## src/rtl/grn_drain_pkg.sv

```systemverilog
// grn_drain_pkg: shared state encoding and sizing helpers for the result drainer.
package grn_drain_pkg;
  typedef enum logic [2:0] {S_IDLE, S_RUN, S_FLUSH, S_WAIT_LAST, S_DONE} state_t;
  function automatic int rpw_f(input int dw, input int ow);
    return ow / dw;
  endfunction
  function automatic int slot_w_f(input int rpw);
    return rpw > 1 ? $clog2(rpw) : 1;
  endfunction
endpackage

```

## src/rtl/grn_word_packer.sv

```systemverilog
// grn_word_packer: accumulates result words into slots of one host-width pack register.
module grn_word_packer
  import grn_drain_pkg::*;
#(
  parameter int DATA_WIDTH = 246,
  parameter int OUT_WIDTH  = 512,
  parameter int CNT_WIDTH  = 2
) (
  input  logic                  clk,
  input  logic                  rst,
  input  logic                  clr,
  input  logic                  wr_en,
  input  logic [DATA_WIDTH-1:0] wr_data,
  output logic                  full,
  output logic [CNT_WIDTH-1:0]  count,
  output logic [OUT_WIDTH-1:0]  word
);
  localparam int RPW = rpw_f(DATA_WIDTH, OUT_WIDTH);
  localparam int SW  = slot_w_f(RPW);
  logic [RPW*DATA_WIDTH-1:0] r_word;
  logic [CNT_WIDTH-1:0]      r_cnt;
  logic [SW-1:0]             w_slot;
  assign w_slot = SW'(r_cnt);
  assign full   = r_cnt == CNT_WIDTH'(RPW);
  assign count  = r_cnt;
  assign word   = OUT_WIDTH'(r_word);
  // clearing on every hand-off keeps unused slots zero in a partial terminal word
  always_ff @(posedge clk or negedge rst) begin
    if (!rst) begin
      r_word <= '0;
      r_cnt  <= '0;
    end else if (clr) begin
      r_word <= '0;
      r_cnt  <= '0;
    end else if (wr_en) begin
      r_word[int'(w_slot)*DATA_WIDTH +: DATA_WIDTH] <= wr_data;
      r_cnt <= r_cnt + CNT_WIDTH'(1);
    end
  end
endmodule

```

## src/rtl/grn_result_drainer.sv

```systemverilog
// grn_result_drainer: drains a regulator result FIFO into a packed valid/ready stream.
// Define GRN_DRAIN_COUNT_EN to enable the 32-bit results_count counter.
module grn_result_drainer
  import grn_drain_pkg::*;
#(
  parameter int DATA_WIDTH = 246,
  parameter int OUT_WIDTH  = 512,
  parameter int CNT_WIDTH  = 2
) (
  input  logic                  clk,
  input  logic                  rst,
  input  logic                  start,
  input  logic                  has_data_out,
  input  logic                  has_lst3_data_out,
  input  logic [DATA_WIDTH-1:0] data_in,
  input  logic                  task_done,
  output logic                  read_data_en,
  output logic                  out_valid,
  input  logic                  out_ready,
  output logic [OUT_WIDTH-1:0]  out_data,
  output logic [CNT_WIDTH-1:0]  out_count,
  output logic                  out_last,
  output logic                  done,
  output logic [31:0]           results_count
);
  localparam int RPW = rpw_f(DATA_WIDTH, OUT_WIDTH);
  state_t                 r_state;
  logic                   r_inflight;
  logic                   r_done_seen;
  logic                   r_out_valid;
  logic                   r_out_last;
  logic                   r_done;
  logic [OUT_WIDTH-1:0]   r_out_data;
  logic [CNT_WIDTH-1:0]   r_out_count;
  logic                   w_pk_full;
  logic [CNT_WIDTH-1:0]   w_pk_count;
  logic [OUT_WIDTH-1:0]   w_pk_word;
  logic                   w_start_ok;
  logic                   w_out_free;
  logic                   w_handoff;
  logic                   w_flush_load;
  logic [31:0]            w_pend;
  assign w_start_ok   = start && (r_state == S_IDLE || r_state == S_DONE);
  assign w_out_free   = !r_out_valid || out_ready;
  assign w_handoff    = r_state == S_RUN && w_pk_full && w_out_free;
  assign w_flush_load = r_state == S_FLUSH && w_out_free;
  // a slot freed by this cycle's hand-off may already be claimed by a new read
  assign w_pend       = (w_handoff ? 32'd0 : 32'(w_pk_count)) + 32'(r_inflight);
  assign read_data_en = r_state == S_RUN && has_data_out && w_pend < 32'(RPW) &&
                        (!has_lst3_data_out || !r_inflight);
  grn_word_packer #(
    .DATA_WIDTH(DATA_WIDTH),
    .OUT_WIDTH (OUT_WIDTH),
    .CNT_WIDTH (CNT_WIDTH)
  ) u_packer (
    .clk    (clk),
    .rst    (rst),
    .clr    (w_start_ok || w_handoff || w_flush_load),
    .wr_en  (r_inflight),
    .wr_data(data_in),
    .full   (w_pk_full),
    .count  (w_pk_count),
    .word   (w_pk_word)
  );
  always_ff @(posedge clk or negedge rst) begin
    if (!rst) begin
      r_state     <= S_IDLE;
      r_inflight  <= 1'b0;
      r_done_seen <= 1'b0;
      r_out_valid <= 1'b0;
      r_out_last  <= 1'b0;
      r_done      <= 1'b0;
      r_out_data  <= '0;
      r_out_count <= '0;
    end else begin
      r_inflight <= read_data_en;
      if (r_out_valid && out_ready) r_out_valid <= 1'b0;
      if (w_handoff || w_flush_load) begin
        r_out_valid <= 1'b1;
        r_out_data  <= w_pk_word;
        r_out_count <= w_handoff ? CNT_WIDTH'(RPW) : w_pk_count;
        r_out_last  <= w_flush_load;
      end
      case (r_state)
        S_IDLE, S_DONE: if (start) begin
          r_state     <= S_RUN;
          r_done_seen <= 1'b0;
          r_done      <= 1'b0;
        end
        S_RUN: begin
          r_done_seen <= r_done_seen || task_done;
          if (r_done_seen && !has_data_out && !r_inflight && !w_pk_full) r_state <= S_FLUSH;
        end
        S_FLUSH: if (w_out_free) r_state <= S_WAIT_LAST;
        S_WAIT_LAST: if (r_out_valid && out_ready) begin
          r_state <= S_DONE;
          r_done  <= 1'b1;
        end
        default: r_state <= S_IDLE;
      endcase
    end
  end
`ifdef GRN_DRAIN_COUNT_EN
  logic [31:0] r_results_count;
  always_ff @(posedge clk or negedge rst) begin
    if (!rst) r_results_count <= '0;
    else if (w_start_ok) r_results_count <= '0;
    else if (r_inflight) r_results_count <= r_results_count + 32'd1;
  end
  assign results_count = r_results_count;
`else
  assign results_count = '0;
`endif
  assign out_valid = r_out_valid;
  assign out_data  = r_out_data;
  assign out_count = r_out_count;
  assign out_last  = r_out_last;
  assign done      = r_done;
endmodule

```

## config.mk

```make
export PLATFORM = sky130hd
export DESIGN_NAME = grn_result_drainer
export DESIGN_NICKNAME = d
export VERILOG_FILES = /design/src/rtl/grn_drain_pkg.sv /design/src/rtl/grn_word_packer.sv /design/src/rtl/grn_result_drainer.sv
export SDC_FILE = /design/constraint.sdc
export NUM_CORES = 1
export LEC_CHECK = 0
export CAP_MARGIN = 25
export CORE_AREA = 2 2 314 316
export DETAILED_ROUTE_END_ITERATION = 16
export DIE_AREA = 0 0 316 318
export GPL_ROUTABILITY_DRIVEN = 1
export PLACE_DENSITY = 0.66
export SLEW_MARGIN = 10
export SYNTH_ARGS = -nofsm -noshare
export SYNTH_HDL_FRONTEND = slang
export SYNTH_SLANG_ARGS = --single-unit
```

## constraint.sdc

```tcl
create_clock -name clk -period 4.9 [get_ports clk]
set_clock_uncertainty 0.1 [all_clocks]
set_input_delay 0.49 -clock clk [delete_from_list [all_inputs] [get_ports clk]]
set_output_delay 0.49 -clock clk [all_outputs]
set_load 0.03 [all_outputs]
```

# After elaboration in Yosys (flattened, before gate mapping)

Index checks and enable logic that the tools add are counted.

Output and inout bits: 550
Bits in registers: 996
Input bits: 253

Muxes and demuxes: 18
Order comparisons: 1
Reduce and logical (&&, ||, !) cells: 32
Equal/unequal tests: 9
Multiply operators: 1
Add/subtract/negate cells: 3
Shift-type cells: 2

Operators with widths:

| operator                                                                      | number |
|---|---|
| 492-bit two-way mux                                                           | 2 |
| 492-bit bitwise mux                                                           | 1 |
| 246-bit by 33-bit variable shift with 492-bit output (first input constant)   | 1 |
| 246-bit by 33-bit indexed part select with 492-bit output                     | 1 |
| 32-bit negation with 33-bit output                                            | 1 |
| 3-bit two-way mux                                                             | 4 |
| 3-bit case mux with 4 select lines                                            | 1 |
| 1-bit logical AND                                                             | 11 |
| 1-bit by 7-bit multiplier with 8-bit output (second input constant)           | 1 |
| 2-bit two-way mux                                                             | 4 |
| 2-bit nonzero test                                                            | 4 |
| 1-bit logical OR                                                              | 7 |
| 3-bit by 2-bit == test with 1-bit output (second input constant)              | 2 |
| 2-bit inequality test (second input constant)                                 | 3 |
| 1-bit logical NOT                                                             | 5 |
| 1-bit two-way mux                                                             | 4 |
| 1-bit case mux with 2 select lines                                            | 2 |
| 4-bit AND reduction                                                           | 1 |
| 2-bit by 1-bit adder with 3-bit output                                        | 1 |
| 3-bit by 1-bit == test with 1-bit output (second input constant)              | 1 |
| 3-bit == test (second input constant)                                         | 1 |
| 3-bit logical NOT                                                             | 1 |
| 3-bit by 2-bit less-than comparator with 1-bit output (second input constant) | 1 |
| 3-bit AND reduction                                                           | 1 |
| other kinds (5)                                                               | 5 |

# Longest topological paths before layout

Gate-level depths: netlist of run 1.

Word-level depth: 8
Mapped depth: 8
Depth with buffers taken out: 5

# Hierarchy

From an unflattened synthesis of run 1, not the netlist that was laid out.

Cells, all modules: 3,068
Area total of the unflattened synthesis: 42,894.9 µm²

By module, submodules not included:

| module             | cells each | area each (µm²) | sequential area each (µm²) | times used |
|---|---|---|---|---|
| grn_word_packer    | 1,893      | 23,009.6        | 12,361.9                   | 1 |
| grn_result_drainer | 1,175      | 19,885.3        | 13,062.5                   | 1 |

# Worst setup path after synthesis of run 1

No wires, ideal clock.

Path type: register -> output
Start: register r_inflight
End: output read_data_en
Setup slack: 1.837 ns
Cell stages (with the launch flop): 5
Required time: 4.310 ns
Data arrival time: 2.473 ns
Path buffers: 1
Path through: dfrtp_1 and2_1 clkbuf_1 a2bb2oi_1 a2111oi_0

Cells in the longest elaborated chain, start to end: 4
Elaborated cells on any way between the ends: 6
Classes of those cells: add/sub: 1; order compare: 1; reduce/logical: 4

RTL lines:

| what                                                  | RTL line                 | text |
|---|---|---|
| start, declared                                       | grn_result_drainer.sv:28 | `logic r_inflight;` |
| start signal, assigned                                | grn_result_drainer.sv:76 | `r_inflight <= read_data_en;` |
| 2-bit by 1-bit adder with 3-bit output                | grn_result_drainer.sv:48 | `assign w_pend = (w_handoff ? 32'd0 : 32'(w_pk_count)) + 32'(r_inflight);` |
| 3-bit by 2-bit less-than comparator with 1-bit output | grn_result_drainer.sv:49 | `assign read_data_en = r_state == S_RUN && has_data_out && w_pend < 32'(RPW) &&` |
| 1-bit logical AND                                     | grn_result_drainer.sv:49 |  |
| 1-bit logical AND *                                   | grn_result_drainer.sv:49 |  |
| end, declared                                         | grn_result_drainer.sv:17 | `output logic read_data_en,` |

Every way passes the cells marked *; elsewhere a longest branch is shown, timed or not.

# Worst setup path after layout of run 1

Start: register u_packer.r_cnt[0], in the netlist u_packer.count[0]
End: output read_data_en

Cells in the longest elaborated chain, start to end: 8

RTL lines:

| what                                                    | RTL line                 | text |
|---|---|---|
| start, declared                                         | grn_word_packer.sv:21    | `logic [CNT_WIDTH-1:0] r_cnt;` |
| start signal, assigned                                  | grn_word_packer.sv:37    | `r_cnt <= r_cnt + CNT_WIDTH'(1);` |
| 2-bit == test                                           | grn_word_packer.sv:24    | `assign full = r_cnt == CNT_WIDTH'(RPW);` |
| 1-bit logical AND (2 in a row)                          | grn_result_drainer.sv:45 | `assign w_handoff = r_state == S_RUN && w_pk_full && w_out_free;` |
| 2-bit two-way mux *                                     | grn_result_drainer.sv:48 |  |
| 2-bit by 1-bit adder with 3-bit output *                | grn_result_drainer.sv:48 |  |
| 3-bit by 2-bit less-than comparator with 1-bit output * | grn_result_drainer.sv:49 |  |
| 1-bit logical AND * (2 in a row)                        | grn_result_drainer.sv:49 |  |

Marks and branches as above.

==> results.md, run 1 <==
* Largest net degree at the start of global routing at around 160
* Top cells by area, synth: dfrtp_1, mux2_2, and3_1
* Reg-to-Reg Start: u_packer.count[0]
* Setup TNS at 0 ns
* Crit path max-delay family: buffers and inverters
* CTS resizes at 0
* Drt pass-1 iters at 7
* Crit-path max FO at 25
* CTS tree: done
* Post-synth EDFFs at 0
* Syn_area_per_cell at ~13 µm²
* Final ANT Viol Nets at 0
* Final instance area at 0.0520 mm²
* Placed Area at a little under 0.05 mm²
* Post-CTS setup buffer count at 0
* First-pass GRT wire length at 173000 µm
* Global route total overflow at 0
* Mapped Cells at 3076
* Slew margin rel. at a little under a third
* CP Depth at 4
* Synth cell types at 34
* Slowest library cell on the worst path: clkdlybuf4s50_1
* Hold WC Path Type: primary input to flop
* Row Count at 115
* P&R area growth vs syn at 29.5%
* Cell taking the most area after synthesis: dfrtp_1
* Worst path arrival time at between 3 and 4 ns
* Initial antenna violation count at 31
* Outcome: complete, no violations
* H-Tree Depth at 3
* # port buffers at 750
* Count leader, synth: dfrtp_1
* GR Layer Usage met1 at 27.5%
* Critical path's largest stage delay at approximately 0.98 ns
* Power Density at roughly 560 mW/mm²
* Final Cycle Share at around three quarters
* Layout Utilization at 53.4%
* Critical Path RT at roughly 4.3 ns
* Post-synth top flop: dfrtp_1
* #FFs+latches synth at around 1000
* Worst setup path startpoint: u_packer.count[0]
* Routability Congestion at 0.806
* Fraction of layout cells with a size suffix above 1 at about a quarter
* Crit-path cells: and2_4 > a2bb2oi_1 > a2111oi_0 > clkdlybuf4s50_1
* DRC at 0
* Max VDD drop at ~0.33 mV
* Global route hottest layer: met2
* Drt wl/cell at between 20 and 25 µm
* Setup slack, reg-to-reg at 1.54 ns
* Top cell type's share of synthesized area at 62.1%
* GRT met3 Usage at between 7 and 8%
* MaxCap Viol Count at 0
* Reg2Reg Depth at 5
* Startpoint Class: flop
* Full die area at roughly 0.1 mm²
* Die Width at between 300 and 400 µm
* Post-synth ARST share at between 90% and 100%
* Worst-Skew Late Latency at between 0.6 and 0.7 ns
* Die H at ~320 µm
* RSZ-0062 raised after global routing: false
* Core box area at ~0.097 mm²
* M2 GR Usage at between 30% and 40%
* DR vias at between 20k and 30k
* Critical Path End: read_data_en
* Num CTS Buffers at 104
* Pre-CTS setup slack at 1.50 ns
* Final hold vios at 0
* Worst slew pin tran at between 1 and 1.5 ns
* Fin nets at approximately 4.0k
* Final setup viols at 0
* I/O pin count at between 800 and 900
* Bufs and invs on worst path at 1
* WL final at 113000 µm
* Final worst slack at approximately 1.3 ns
* CTS sink cnt at around 1000
* First DRT Iteration DRCs at ~1.8k
* Final worst path period need at 3.65 ns
* WS Path Type: flop to output port
* Synth warn at 0
* Final std cells w/o fill at ~5.1k
* Pins Over Slew Limit at 0
* CTS Root Buffer Type: clkbuf_16
* Commonest cells in the netlist: dfrtp_1, mux2_2, o21ai_0, nor2_1, nor3_1
* GRT Total Usage at 22.3%
* Leakage power at around 25 nW
* Clock transition at path regs at roughly 0.06 ns
* FF-to-FF End: u_packer.r_word[424]
* Fmax at approximately 270 MHz
* Via/cell ratio at between 5 and 6
* Vias in the first global route at about 27k
* Sequential area share after synthesis at 62.1%
* Post-Synthesis Cell Area at between 0.04 and 0.05 mm²
* Initial core utilization at between 40% and 50%
* Placed instance count at just under 5k
* Detailed placement HPWL at around 70000 µm
* Clock Path Buffers at 3
* CP Capture Type: output port
## worst min-delay path by stage
stage	from	endpoint	slack [ns]	cells past startpoint
6_report	data_in[136]	u_packer.r_word[382]	0.32	3
2_1_floorplan	rst	done	0.09	0
4_1_cts	data_in[136]	u_packer.r_word[382]	0.25	3
3_3_place_gp	u_packer.r_word[473]	out_data[473]	0.36	1
5_1_grt	data_in[136]	u_packer.r_word[382]	0.29	3
3_5_place_dp	u_packer.r_word[478]	out_data[478]	0.37	1
## where the power goes
part / total [W] / switching [W] / internal (W)
clock: 0.00797 / 0.00327 / 0.00469
combinational: 0.00996 / 0.00551 / 0.00445
sequential: 0.0112 / 0.000995 / 0.0102
## per-layer routing
metal | up-vias | share of wire [%]
met1 | 13600 | 40
met5 | - | 0.17
met2 | 728 | 48
met4 | 30 | 4.0
met3 | 217 | 7.8
li1 | 12000 | -
## cells by family after synthesis
group | Yosys count | share of synthesized area [%]
AOI/OAI and AO/OA | 265 | 3.40
adders and majority gates | 1 | 0.0312
buffers and inverters | 304 | 4.10
DFF | 996 | 62.1
muxes | 738 | 20.7
other | 1 | 0.00934
and+or+nand+nor | 771 | 9.67
## worst min-delay path: cells and delay by family
kind | cells | cell delay [ns]
buffers and inverters | 1 | 0.41
AND/OR/NAND/NOR | 2 | 0.15
## final cells by class
cell class	count	area [µm²]
multi-input cells	1827	13800
repair buffers	805	8180
fillers	8331	45400
clock buffers	156	3080
inverters	3	11.3
flip-flops and latches	996	24900
diodes	16	40.0
clock inverters	32	362
well taps	1287	1610
## sequential cells by signal, indices dropped and copies added (netlist names)
register,cells
out_data,492
u_packer.r_word,492
r_state,3
out_count,2
u_packer.count,2
done,1
out_last,1
out_valid,1
r_done_seen,1
r_inflight,1
## timing repair
| item | in CTS | in global routing |
|---|---|---|
| hold buffers | 1 | 0 |
| setup endpoints to repair | 0 | 0 |
| endpoints found under the hold margin | 72 | 0 |
## metrics by stage
step	total power [W]	hold slack, ns
after CTS	0.0294	0.253
after global routing	0.0306	0.291
final	0.0291	0.318
after detailed placement	0.0213	0.369
after global placement	0.0211	0.362
after floorplan	0.0180	0.0944
## cell usage in the layout (no fill, tap or decap), types with 2 or more instances in the layout
master           synthesis  layout
a2111oi_0                2       2
a21oi_1                  3       3
and3_1                 246     246
buf_12                   0      20
buf_4                  106      34
bufinv_16                0       7
clkbuf_1               131      25
clkbuf_16                0     105
clkbuf_8                 0      26
clkdlybuf4s50_1          0     749
clkinv_2                 0      17
clkinv_4                 0       2
clkinvlp_4               0       3
conb_1                   1      52
dfrtp_1                996     996
diode_2                  0      16
inv_1                    3       3
inv_6                    0       3
mux2_1                  40      40
mux2_2                 698     698
nand2_1                  7       6
nand2b_1                 5       5
nand3_1                  2       2
nor2_1                 248     248
nor2b_1                  7       6
nor3_1                 248     248
nor4_1                   2       2
o211ai_1                 2       2
o21ai_0                251     251
o31ai_1                  2       2
Note: power is estimated with default switching activity, not from simulation.
==> run 2, diff against run 1 <==
Settings changed: CORE_AREA 2 2 314 316 to 2 2 316 318, DIE_AREA 0 0 316 318 to 0 0 318 320.
Clock period 4.9 ns to 3.4 ns, I/O delays scaled along.
==> results.md, run 2 (same netlist as run 1, synthesis figures left out) <==
* Outcome: complete, no violations
* Core box area at between 0.09 and 0.1 mm²
* WS Path Type: flop to output port
* Most frequent cells in the layout: dfrtp_1, clkdlybuf4s50_1, mux2_2, o21ai_0
* Fmax at around 350 MHz
* Pins Over Slew Limit at 0
* Drt wl/cell at about 22 µm
* WL final at approximately 110000 µm
* Initial antenna violation count at 20
* I/O pin count at around 800
* DRC at 0
* Worst-Skew Late Latency at approximately 0.68 ns
* P&R area growth vs syn at 31.4%
* Clock transition at path regs at roughly 0.060 ns
* Drt pass-1 iters at 5
* Fin nets at 4033
* Startpoint Class: flop
* Final worst path period need at around 2.8 ns
* Final Cycle Share at 83.6%
* Final hold vios at 0
* CTS resizes at 0
* Max VDD drop at between 0.4 and 0.5 mV
* Setup TNS at 0 ns
* H-Tree Depth at 3
* Routability Congestion at approximately 0.8
* Global route total overflow at 0
* CTS Root Buffer Type: clkbuf_16
* Slew margin rel. at 39.3%
* Crit-path max FO at 39
* M2 GR Usage at between 30% and 40%
* CP Capture Type: output port
* MaxCap Viol Count at 0
* Power Density at between 800 and 900 mW/mm²
* RSZ-0062 raised after global routing: false
* Final setup viols at 0
* Vias in the first global route at ~28k
* First DRT Iteration DRCs at 1796
* Hold WC Path Type: primary input to async pin
* Global route hottest layer: met2
* Critical Path RT at approximately 3.0 ns
* GR Layer Usage met1 at approximately 27%
* Fraction of layout cells with a size suffix above 1 at roughly a quarter
* Initial core utilization at between 40% and 50%
* CTS sink cnt at 996
* Die Width at ~320 µm
* CTS tree: done
* GRT met3 Usage at 6.41%
* Worst slew pin tran at around 0.91 ns
* Leakage power at 25.4 nW
* Num CTS Buffers at 105
* Layout Utilization at between 50% and 60%
* Row Count at approximately 120
* Commonest non-fill, non-tap cell in the layout: dfrtp_1
* DR vias at approximately 27k
* Die H at approximately 320 µm
* Clock Path Buffers at 3
* # port buffers at 750
* Largest net degree at the start of global routing at roughly 110
* GRT Total Usage at 21.8%
* Via/cell ratio at roughly 5.2
* Detailed placement HPWL at roughly 75000 µm
* Worst path arrival time at ~2.4 ns
* Final ANT Viol Nets at 0
* First-pass GRT wire length at about 170000 µm
* Full die area at between 0.1 and 0.15 mm²
-- run 2: metrics by stage --
| step | power (W) | cell area [µm²] | setup WS [ns] | hold slack, ns | instances |
|---|---|---|---|---|---|
| after floorplan | 0.0259 | 40300 | 0.487 | -0.0556 | 3127 |
| after global placement | 0.0308 | 49100 | 0.768 | 0.295 | 4958 |
| after detailed placement | 0.0311 | 49100 | 0.722 | 0.295 | 4958 |
| after CTS | 0.0432 | 52700 | 0.468 | 0.102 | 5155 |
| after global routing | 0.0449 | 52800 | 0.422 | 0.134 | 5166 |
| final | 0.0427 | 52800 | 0.558 | 0.121 | 5168 |
-- run 2: final cells by class --
type,count,area (µm²)
Sequential cell,996,24900
Inverter,3,11.3
Tap cell,1287,1610
Clock inverter,40,519
Multi-Input combinational cell,1827,13800
Timing Repair Buffer,846,8770
Antenna cell,13,32.5
Fill cell,8310,45200
Clock buffer,156,3100
-- run 2: worst paths after layout --
| path | cells past startpoint | end | start | slack (ns) |
|---|---|---|---|---|
| setup / recovery | 5 | read_data_en | u_packer.count[0] | 0.56 |
| setup reg to reg | 8 | out_data[83] | u_packer.count[0] | 0.67 |
| min in group clk | 3 | u_packer.r_word[383] | data_in[137] | 0.16 |
| max in group asynchronous | 4 | u_packer.r_word[203] | rst | 2.00 |
| hold reg to reg | 1 | out_data[472] | out_data[472] | 0.38 |
| hold / removal | 2 | out_data[470] | rst | 0.12 |
-- run 2: worst max-delay path, stage by stage, from the launching register on --
cell	delay, ns
dfrtp_1	0.48
and2_4	0.36
a2bb2oi_1	0.19
a2111oi_0	0.34
buf_4	0.21
buf_12	0.13
-- run 2: metal layers --
layer / vias up / wire length, µm / share of wire, %
li1: 12100 / - / -
met3: 192 / 7850 / 7.0
met1: 13700 / 45900 / 41
met5: - / 92 / 0.082
met2: 785 / 55100 / 49
met4: 14 / 3900 / 3.5
-- run 2: what timing repair did --
item,in CTS,in global routing
setup buffers,0,0
endpoints found under the setup margin,0,0
hold buffers,1,0
endpoints found under the hold margin,42,0
-- run 2: power by group --
part | switching [W] | internal [W] | leakage (nW)
clock | 0.00483 | 0.00708 | 1.79
combinational | 0.00794 | 0.00676 | 10.0
sequential | 0.00148 | 0.0146 | 13.6
total | 0.0142 | 0.0285 | 25.4
